===== config.mk =====
export PLATFORM = sky130hd
export DESIGN_NAME = mult_sequencer
export DESIGN_NICKNAME = d
export VERILOG_FILES = /design/src/rtl/mult_sequencer.sv
export SDC_FILE = /design/constraint.sdc
export NUM_CORES = 1
export LEC_CHECK = 0
export CAP_MARGIN = 20
export CORE_MARGIN = 2
export CORE_UTILIZATION = 51
export DETAILED_ROUTE_END_ITERATION = 16
export PLACE_DENSITY = 0.77
export SLEW_MARGIN = 30
export SYNTH_ARGS = -nofsm -noshare
export SYNTH_HDL_FRONTEND = slang
export SYNTH_SLANG_ARGS = --single-unit

===== constraint.sdc =====
create_clock -name clk -period 3 [get_ports clk]
set_input_delay 0.75 -clock clk [delete_from_list [all_inputs] [get_ports clk]]
set_output_delay 0.75 -clock clk [all_outputs]
set_load 0.1 [all_outputs]

===== src/rtl/mult_sequencer.sv =====
// Iterative radix-2 shift-add multiplier owning the HI/LO pair.
// One WIDTH-bit adder; sign handled by magnitude prep and final negate.
module mult_sequencer #(
  parameter int WIDTH = 32
) (
  input  logic             clk,
  input  logic             rst_n,
  input  logic             start,
  input  logic             is_signed,
  input  logic [WIDTH-1:0] op_a,
  input  logic [WIDTH-1:0] op_b,
  input  logic             mthi,
  input  logic             mtlo,
  input  logic [WIDTH-1:0] wr_data,
  input  logic             kill,
  output logic             busy,
  output logic             done,
  output logic [WIDTH-1:0] hi,
  output logic [WIDTH-1:0] lo
);

  localparam int CW = (WIDTH > 1) ? $clog2(WIDTH) : 1;
  localparam logic [CW-1:0] LAST = CW'(WIDTH - 1);

  typedef enum logic [1:0] {
    S_IDLE,
    S_PREP,
    S_RUN,
    S_FIXUP
  } state_t;

  state_t r_state;
  state_t w_next;

  logic [WIDTH-1:0]   r_mc;
  logic [WIDTH-1:0]   r_mb;
  logic               r_sgn;
  logic               r_neg;
  logic [CW-1:0]      r_cnt;
  logic [2*WIDTH-1:0] r_acc;
  logic               r_done;
  logic [WIDTH-1:0]   r_hi;
  logic [WIDTH-1:0]   r_lo;

  logic               w_accept;
  logic               w_wr_ok;
  logic [WIDTH:0]     w_sum;
  logic [2*WIDTH-1:0] w_res;

  always_ff @(posedge clk or negedge rst_n) begin
    if (!rst_n) r_state <= S_IDLE;
    else        r_state <= w_next;
  end

  always_comb begin
    w_next   = r_state;
    w_accept = 1'b0;
    unique case (r_state)
      S_IDLE: begin
        if (start && !kill) begin
          w_next   = S_PREP;
          w_accept = 1'b1;
        end
      end
      S_PREP:  w_next = kill ? S_IDLE : S_RUN;
      S_RUN: begin
        if (kill)               w_next = S_IDLE;
        else if (r_cnt == LAST) w_next = S_FIXUP;
      end
      S_FIXUP: w_next = S_IDLE;
      default: w_next = S_IDLE;
    endcase
  end

  // carry out of the upper-half add becomes the shifted-in MSB
  assign w_sum   = {1'b0, r_acc[2*WIDTH-1:WIDTH]} + {1'b0, r_mc};
  assign w_res   = r_neg ? (~r_acc + (2*WIDTH)'(1)) : r_acc;
  assign w_wr_ok = (r_state == S_IDLE) && !start;

  always_ff @(posedge clk or negedge rst_n) begin
    if (!rst_n) begin
      r_mc   <= '0;
      r_mb   <= '0;
      r_sgn  <= 1'b0;
      r_neg  <= 1'b0;
      r_cnt  <= '0;
      r_acc  <= '0;
      r_done <= 1'b0;
      r_hi   <= '0;
      r_lo   <= '0;
    end else begin
      r_done <= 1'b0;
      if (w_accept) begin
        r_mc  <= op_a;
        r_mb  <= op_b;
        r_sgn <= is_signed;
      end else if (w_wr_ok) begin
        if (mthi) r_hi <= wr_data;
        if (mtlo) r_lo <= wr_data;
      end
      if (r_state == S_PREP) begin
        if (r_sgn && r_mc[WIDTH-1]) r_mc <= -r_mc;
        if (r_sgn && r_mb[WIDTH-1]) r_mb <= -r_mb;
        r_neg <= r_sgn & (r_mc[WIDTH-1] ^ r_mb[WIDTH-1]);
        r_acc <= '0;
        r_cnt <= '0;
      end
      if (r_state == S_RUN) begin
        if (r_mb[0]) r_acc <= {w_sum, r_acc[WIDTH-1:1]};
        else         r_acc <= {1'b0, r_acc[2*WIDTH-1:1]};
        r_mb  <= r_mb >> 1;
        r_cnt <= r_cnt + CW'(1);
      end
      if (r_state == S_FIXUP && !kill) begin
        {r_hi, r_lo} <= w_res;
        r_done       <= 1'b1;
      end
    end
  end

  assign busy = (r_state != S_IDLE);
  assign done = r_done;
  assign hi   = r_hi;
  assign lo   = r_lo;

endmodule


==> results.cfg, run 1 <==
[sta]
setup_viol = 0
fin_crit_sh_pct = 98.0
fin_setup_tns_ns = 0
worst_clock_skew_ns = 0.0171
slew_headroom_pct = 48.9
fin_crit_ns = 2.94
fin_ws_ns = 0.0600
fmax_mhz = 340
finalHoldViolations = 0
worst_pin_slew_ns = 0.764
rsz0062_at_grt = no
report.final.slew_viol_count = 0

[global_routing]
first_global_vias = 12099
grt_pass1_wl_mm = 62.4
grt_max_degree = 76
grt_usage_pct = 28.4
gr-total-overflow = 0
antenna_found_initial = 0

[pwr]
p_int_mw = 8.87
pwr-share-comb_pct = 58.2
max-vdd-ir-drop_uv = 1350
netSwitchingPower_mw = 9.77
pwr-share-seq_pct = 25.5
switching_share_pct = 52.4
p_leak_nw = 7.23
clkPwrFrac_pct = 16.3
power_density_mw_per_mm2 = 1140

[synth]
ys.flop_type = dfrtp_1
synth-xor-area-share_pct = 6.03
yosysSeqAreaShare_pct = 38.3
synth_fp_nets = 1721
synth_area_mm2 = 0.0132
synth.area.mux_share_pct = 6.06
synth_top_family_by_area = compound AO/OA/AOI/OAI gates
ys_async_sr_fraction_pct = 100
yosys_warnings = 0
synthCells = 1575
synth_edf_count = 0
yosysTopAreaCell = dfrtp_1
yosysUniqueCellTypes = 64
synth_compound_area_share_pct = 22.9
synthSimpleGateAreaFrac_pct = 17.9
synth_top_area_share_pct = 38.3
postSynthAreaPerCell_um2 = 8.39
ys_ff_latch = 202
synthTopCellsByArea = dfrtp_1 (38%), o21ai_0 (8.0%), mux2i_1 (4.7%)
synth_fa_ha_area_share_pct = 4.13

[critical_path]
cp_data_required_time_ns = 3.45
r2r_end = r_mc[31]
cpMaxStageDelayCell = or4_4
cpPeakStageDelay_ns = 0.54
worst-setup-path-type = flop to flop
worstPathArrival_ns = 3.39
reg2reg_from = r_mc[9]
worst_setup_path_end_kind = flop
crit_fanout = 6
path_buf_inv = 0
crit_end = r_mc[31]
critPathTopFamily = simple AND/OR/NAND/NOR gates
reg2reg_depth = 7
crit_path_cell_trace = or2_1, or4_4, or4_4, or3_1, or3_1, or4_1, o21ai_1
crit_start = r_mc[9]
reg2reg_slack_ns = 0.06
cp.depth = 7
cp-start-kind = flop

[routing]
remaining_drc_errors = 0
antenna_left = 0
post_drt_via_cell_ratio = 6.08
dr_total_vias = 12772
wl_per_cell_um = 18.4
dr.pass1.iters = 7
drt_iter0_drc = 948
routed_wl_mm = 38.6

[die]
die_w_um = 165
io_pins = 169
die_h_um = 165
design.core.area_mm2 = 0.0253
initial_core_util_pct = 52.2
row_count = 58
die-area_mm2 = 0.0272

[clock_network]
cts_tree = done
postCtsSetupBuffers = 0
clock_path_buffers = 3
clock_latency_ns = 0.53
cts_resized = 0
clk_pin_slew_ns = 0.06
cts_root_buffer = clkbuf_16
clkSinkCount = 202
cts_hold_buf = 0
cts_buffers = 23
htreeDepth = 1

[status]
outcome = complete, no violations

[final_layout]
syn_to_final_growth_pct = 23.3
fin_nets = 1898
final_layout_size_suffix_gt1_share_pct = 12.8
n_antenna_cell = 0
fill_cells = 2136
design_area_mm2 = 0.0163

[worst_hold_path]
hold_path.class = input pin to async pin

[placed_design]
place_ws_ns = 0.108
portBuffers = 168
place_area_mm2 = 0.0154
gp_congestion = 0.932
dpl.hpwl_mm = 28.9

[run]
drv_cap = 0
power by group through the flow:
stage / clock network (mW) / registers, mW / logic [mW]
detailed placement: 0 / 4.76 / 10.7
global placement: 0 / 4.72 / 10.6
finish: 3.03 / 4.76 / 10.9
global route: 3.19 / 4.90 / 11.7
CTS: 3.09 / 4.73 / 10.8
floorplan: 0 / 7.55 / 4.95
cells in the mapped netlist, types with 16 or more instances:
cell type and n:
a21oi_1 98, clkbuf_1 78, dfrtp_1 202, ha_1 42, inv_1 71, mux2_2 16, mux2i_1 62, nand2_1 158
nand3_1 70, nor2_1 118, nor3_1 47, o21ai_0 211, o31ai_1 22, or3_1 18, or4_1 16, xnor2_1 63
xor2_1 28
per-stage QoR:
stage	utilization [%]	power, mW	hold slack, ns	std cells
floorplan	-	12.5	0.454	1575
global placement	60.9	15.3	0.502	2057
detailed placement	60.9	15.5	0.505	2057
CTS	64.2	18.6	0.125	2099
global route	64.3	19.8	0.142	2099
finish	64.3	18.6	0.137	2099
per-layer routing:
layer	track usage, %	wire [um]	vias up
met5	0	0	-
met4	9.13	1120	0
met3	3.79	2640	63
met2	45.9	17400	527
met1	39.5	17400	6091
li1	-	-	6091
placed cells by master (no fill, tap or decap), drive strengths merged, types with 9 or more instances in the layout:
cell type and n:
a211o 12, a21o 12, a21oi 98, a221o 10
a22oi 14, a31oi 12, and3 11, buf 144
clkbuf 33, clkdlybuf4s50 101, dfrtp 202, ha 42
inv 71, mux2 16, mux2i 62, nand2 158
nand3 70, nand4 14, nor2 118, nor3 47
nor4 10, o211ai 11, o21ai 213, o221ai 11
o22ai 12, o31ai 22, o41ai 9, or3 18
or4 20, xnor2 63, xor2 28
flip-flops by register name (all words and copies together), names as in the netlist:
name	count
r_acc	64
hi	32
lo	32
r_mb	32
r_mc	32
r_cnt	5
r_state	2
done	1
r_neg	1
r_sgn	1
final cells by class:
type                       instances  area, um^2  share of cell area, %
multi-input combinational       1207        7570                   46.5
timing repair buffer             246        2160                   13.2
clock inverter                    10         145                  0.891
sequential                       202        5050                   31.0
inverter                          72         272                   1.67
clock buffer                      32         679                   4.17
tap                              330         413                   2.53
cell families after synthesis:
family                   count (synthesis)
AO/OA/AOI/OAI                          493
XOR/XNOR                                91
adder cells (fa/ha/maj)                 43
buffers and inverters                  166
flip-flops                             202
multiplexers                            78
AND/OR/NAND/NOR                        502
worst min-delay path by stage:
stage	start	to	cells past startpoint
finish	rst_n	lo[6]	1
floorplan	rst_n	done	0
global placement	r_mb[7]	r_mb[6]	2
CTS	rst_n	r_acc[8]	1
global route	rst_n	r_acc[8]	1
detailed placement	r_cnt[0]	r_cnt[0]	1
worst register-to-register path: cells and delay by family (launching register included):
kind | cells | cell delay [ns]
flip-flops | 1 | 0.41
AND/OR/NAND/NOR | 6 | 2.37
AO/OA/AOI/OAI | 1 | 0.09
Note: power is estimated with default switching activity, not from simulation.
==> run 2, diff against run 1 <==
Settings changed: CORE_MARGIN 2 to unset.
==> results.cfg, run 2 (synthesis results as in run 1) <==
[routing]
post_drt_via_cell_ratio = 6.02
antenna_left = 0
routed_wl_mm = 37.8
wl_per_cell_um = 18.0
dr_total_vias = 12649
dr.pass1.iters = 5
remaining_drc_errors = 0
drt_iter0_drc = 998

[clock_network]
clock_latency_ns = 0.54
clkSinkCount = 202
postCtsSetupBuffers = 0
cts_buffers = 23
cts_root_buffer = clkbuf_16
cts_resized = 0
clk_pin_slew_ns = 0.06
cts_tree = done
htreeDepth = 1
cts_hold_buf = 0
clock_path_buffers = 3

[pwr]
max-vdd-ir-drop_uv = 1170
power_density_mw_per_mm2 = 1120
p_leak_nw = 7.20

[worst_hold_path]
hold_path.class = input pin to async pin

[critical_path]
cp-start-kind = flop
worstPathArrival_ns = 3.37
crit_fanout = 6
worst_setup_path_end_kind = flop
cp_data_required_time_ns = 3.45
worst-setup-path-type = flop to flop

[die]
die_h_um = 163
die-area_mm2 = 0.0266
design.core.area_mm2 = 0.0253
row_count = 58
die_w_um = 163
initial_core_util_pct = 52.2
io_pins = 169

[sta]
slew_headroom_pct = 45.8
report.final.slew_viol_count = 0
rsz0062_at_grt = no
finalHoldViolations = 0
fin_setup_tns_ns = 0
fin_ws_ns = 0.0740
setup_viol = 0
fin_crit_ns = 2.93
fmax_mhz = 342
worst_pin_slew_ns = 0.812
worst_clock_skew_ns = 0.0224
fin_crit_sh_pct = 97.5

[final_layout]
regMostFlops = r_acc
final_cell_mix = o21ai_0 (211), dfrtp_1 (201), nand2_1 (157)
fill_cells = 2124
n_antenna_cell = 0
largest_reg_flops = 64
final_layout_size_suffix_gt1_share_pct = 12.8
fin_util_pct = 64.0
mostFrequentLayoutCell = o21ai_0
fin_nets = 1903
syn_to_final_growth_pct = 22.7

[global_routing]
grt_usage_pct = 28.9
gr-total-overflow = 0
grt_max_degree = 79
grt_pass1_wl_mm = 62.1
antenna_found_initial = 0
first_global_vias = 11943

[status]
outcome = complete, no violations

[placed_design]
dpl.hpwl_mm = 28.3
gp_congestion = 0.928
portBuffers = 168
place_ws_ns = 0.0780

[run]
drv_cap = 0
[run 2: cell types whose count changed in the layout (fill, tap and decap cells not counted), moves of 2 or more]
cell	change
bufinv_16	-3
clkbuf_1	+4
nor2_2	+2
nor2_1	-2
buf_4	+5
clkbuf_8	-2
[run 2: through the flow]
step,hold WS [ns],power (mW),std cells,cell area (um^2)
after CTS,0.226,18.2,2101,16200
after global routing,0.258,19.3,2101,16200
after global placement,0.496,15.3,2062,15500
after floorplan,0.454,12.5,1575,13200
after detailed placement,0.505,15.5,2062,15500
final,0.218,18.2,2101,16200
[run 2: worst max-delay path, cell delays in order (launching register included)]
cell and delay, ns:
dfrtp_1 0.41, or2_1 0.26, or4_4 0.46, or4_4 0.53
or3_4 0.35, or3_1 0.35, or4_1 0.41, o21ai_1 0.08
[run 2: final cells by class]
class / count / area (um^2) / share of cell area (%)
Timing Repair Buffer: 251 / 2190 / 13.5
Clock buffer: 34 / 667 / 4.11
Inverter: 72 / 272 / 1.67
Sequential cell: 202 / 5060 / 31.2
Tap cell: 330 / 413 / 2.55
Multi-Input combinational cell: 1207 / 7570 / 46.7
Clock inverter: 5 / 42.5 / 0.262
[run 2: path summary, 6_finish.rpt]
kind | to | cells after the start | start | slack [ns]
setup / recovery | r_mc[31] | 7 | r_mc[9] | 0.07
hold reg to reg | r_cnt[0] | 1 | r_cnt[0] | 0.51
setup reg to reg | r_mc[31] | 7 | r_mc[9] | 0.07
min in group clk | r_cnt[0] | 1 | r_cnt[0] | 0.51
max in group asynchronous | hi[29] | 2 | rst_n | 2.00
hold / removal | hi[3] | 1 | rst_n | 0.22
[run 2: metal layers]
metal | wire, um | track usage [%]
met5 | 0 | 0
met4 | 989 | 8.07
met3 | 2400 | 2.75
met2 | 17100 | 46.4
met1 | 17300 | 41.4
[run 2: power breakdown]
group          internal [mW]  switching [mW]  leakage [nW]  total [mW]
clock                   1.54            1.13         0.348        2.67
combinational           3.30            7.50          4.30        10.8
sequential              3.72            1.04          2.55        4.76
total                   8.56            9.67          7.20        18.2
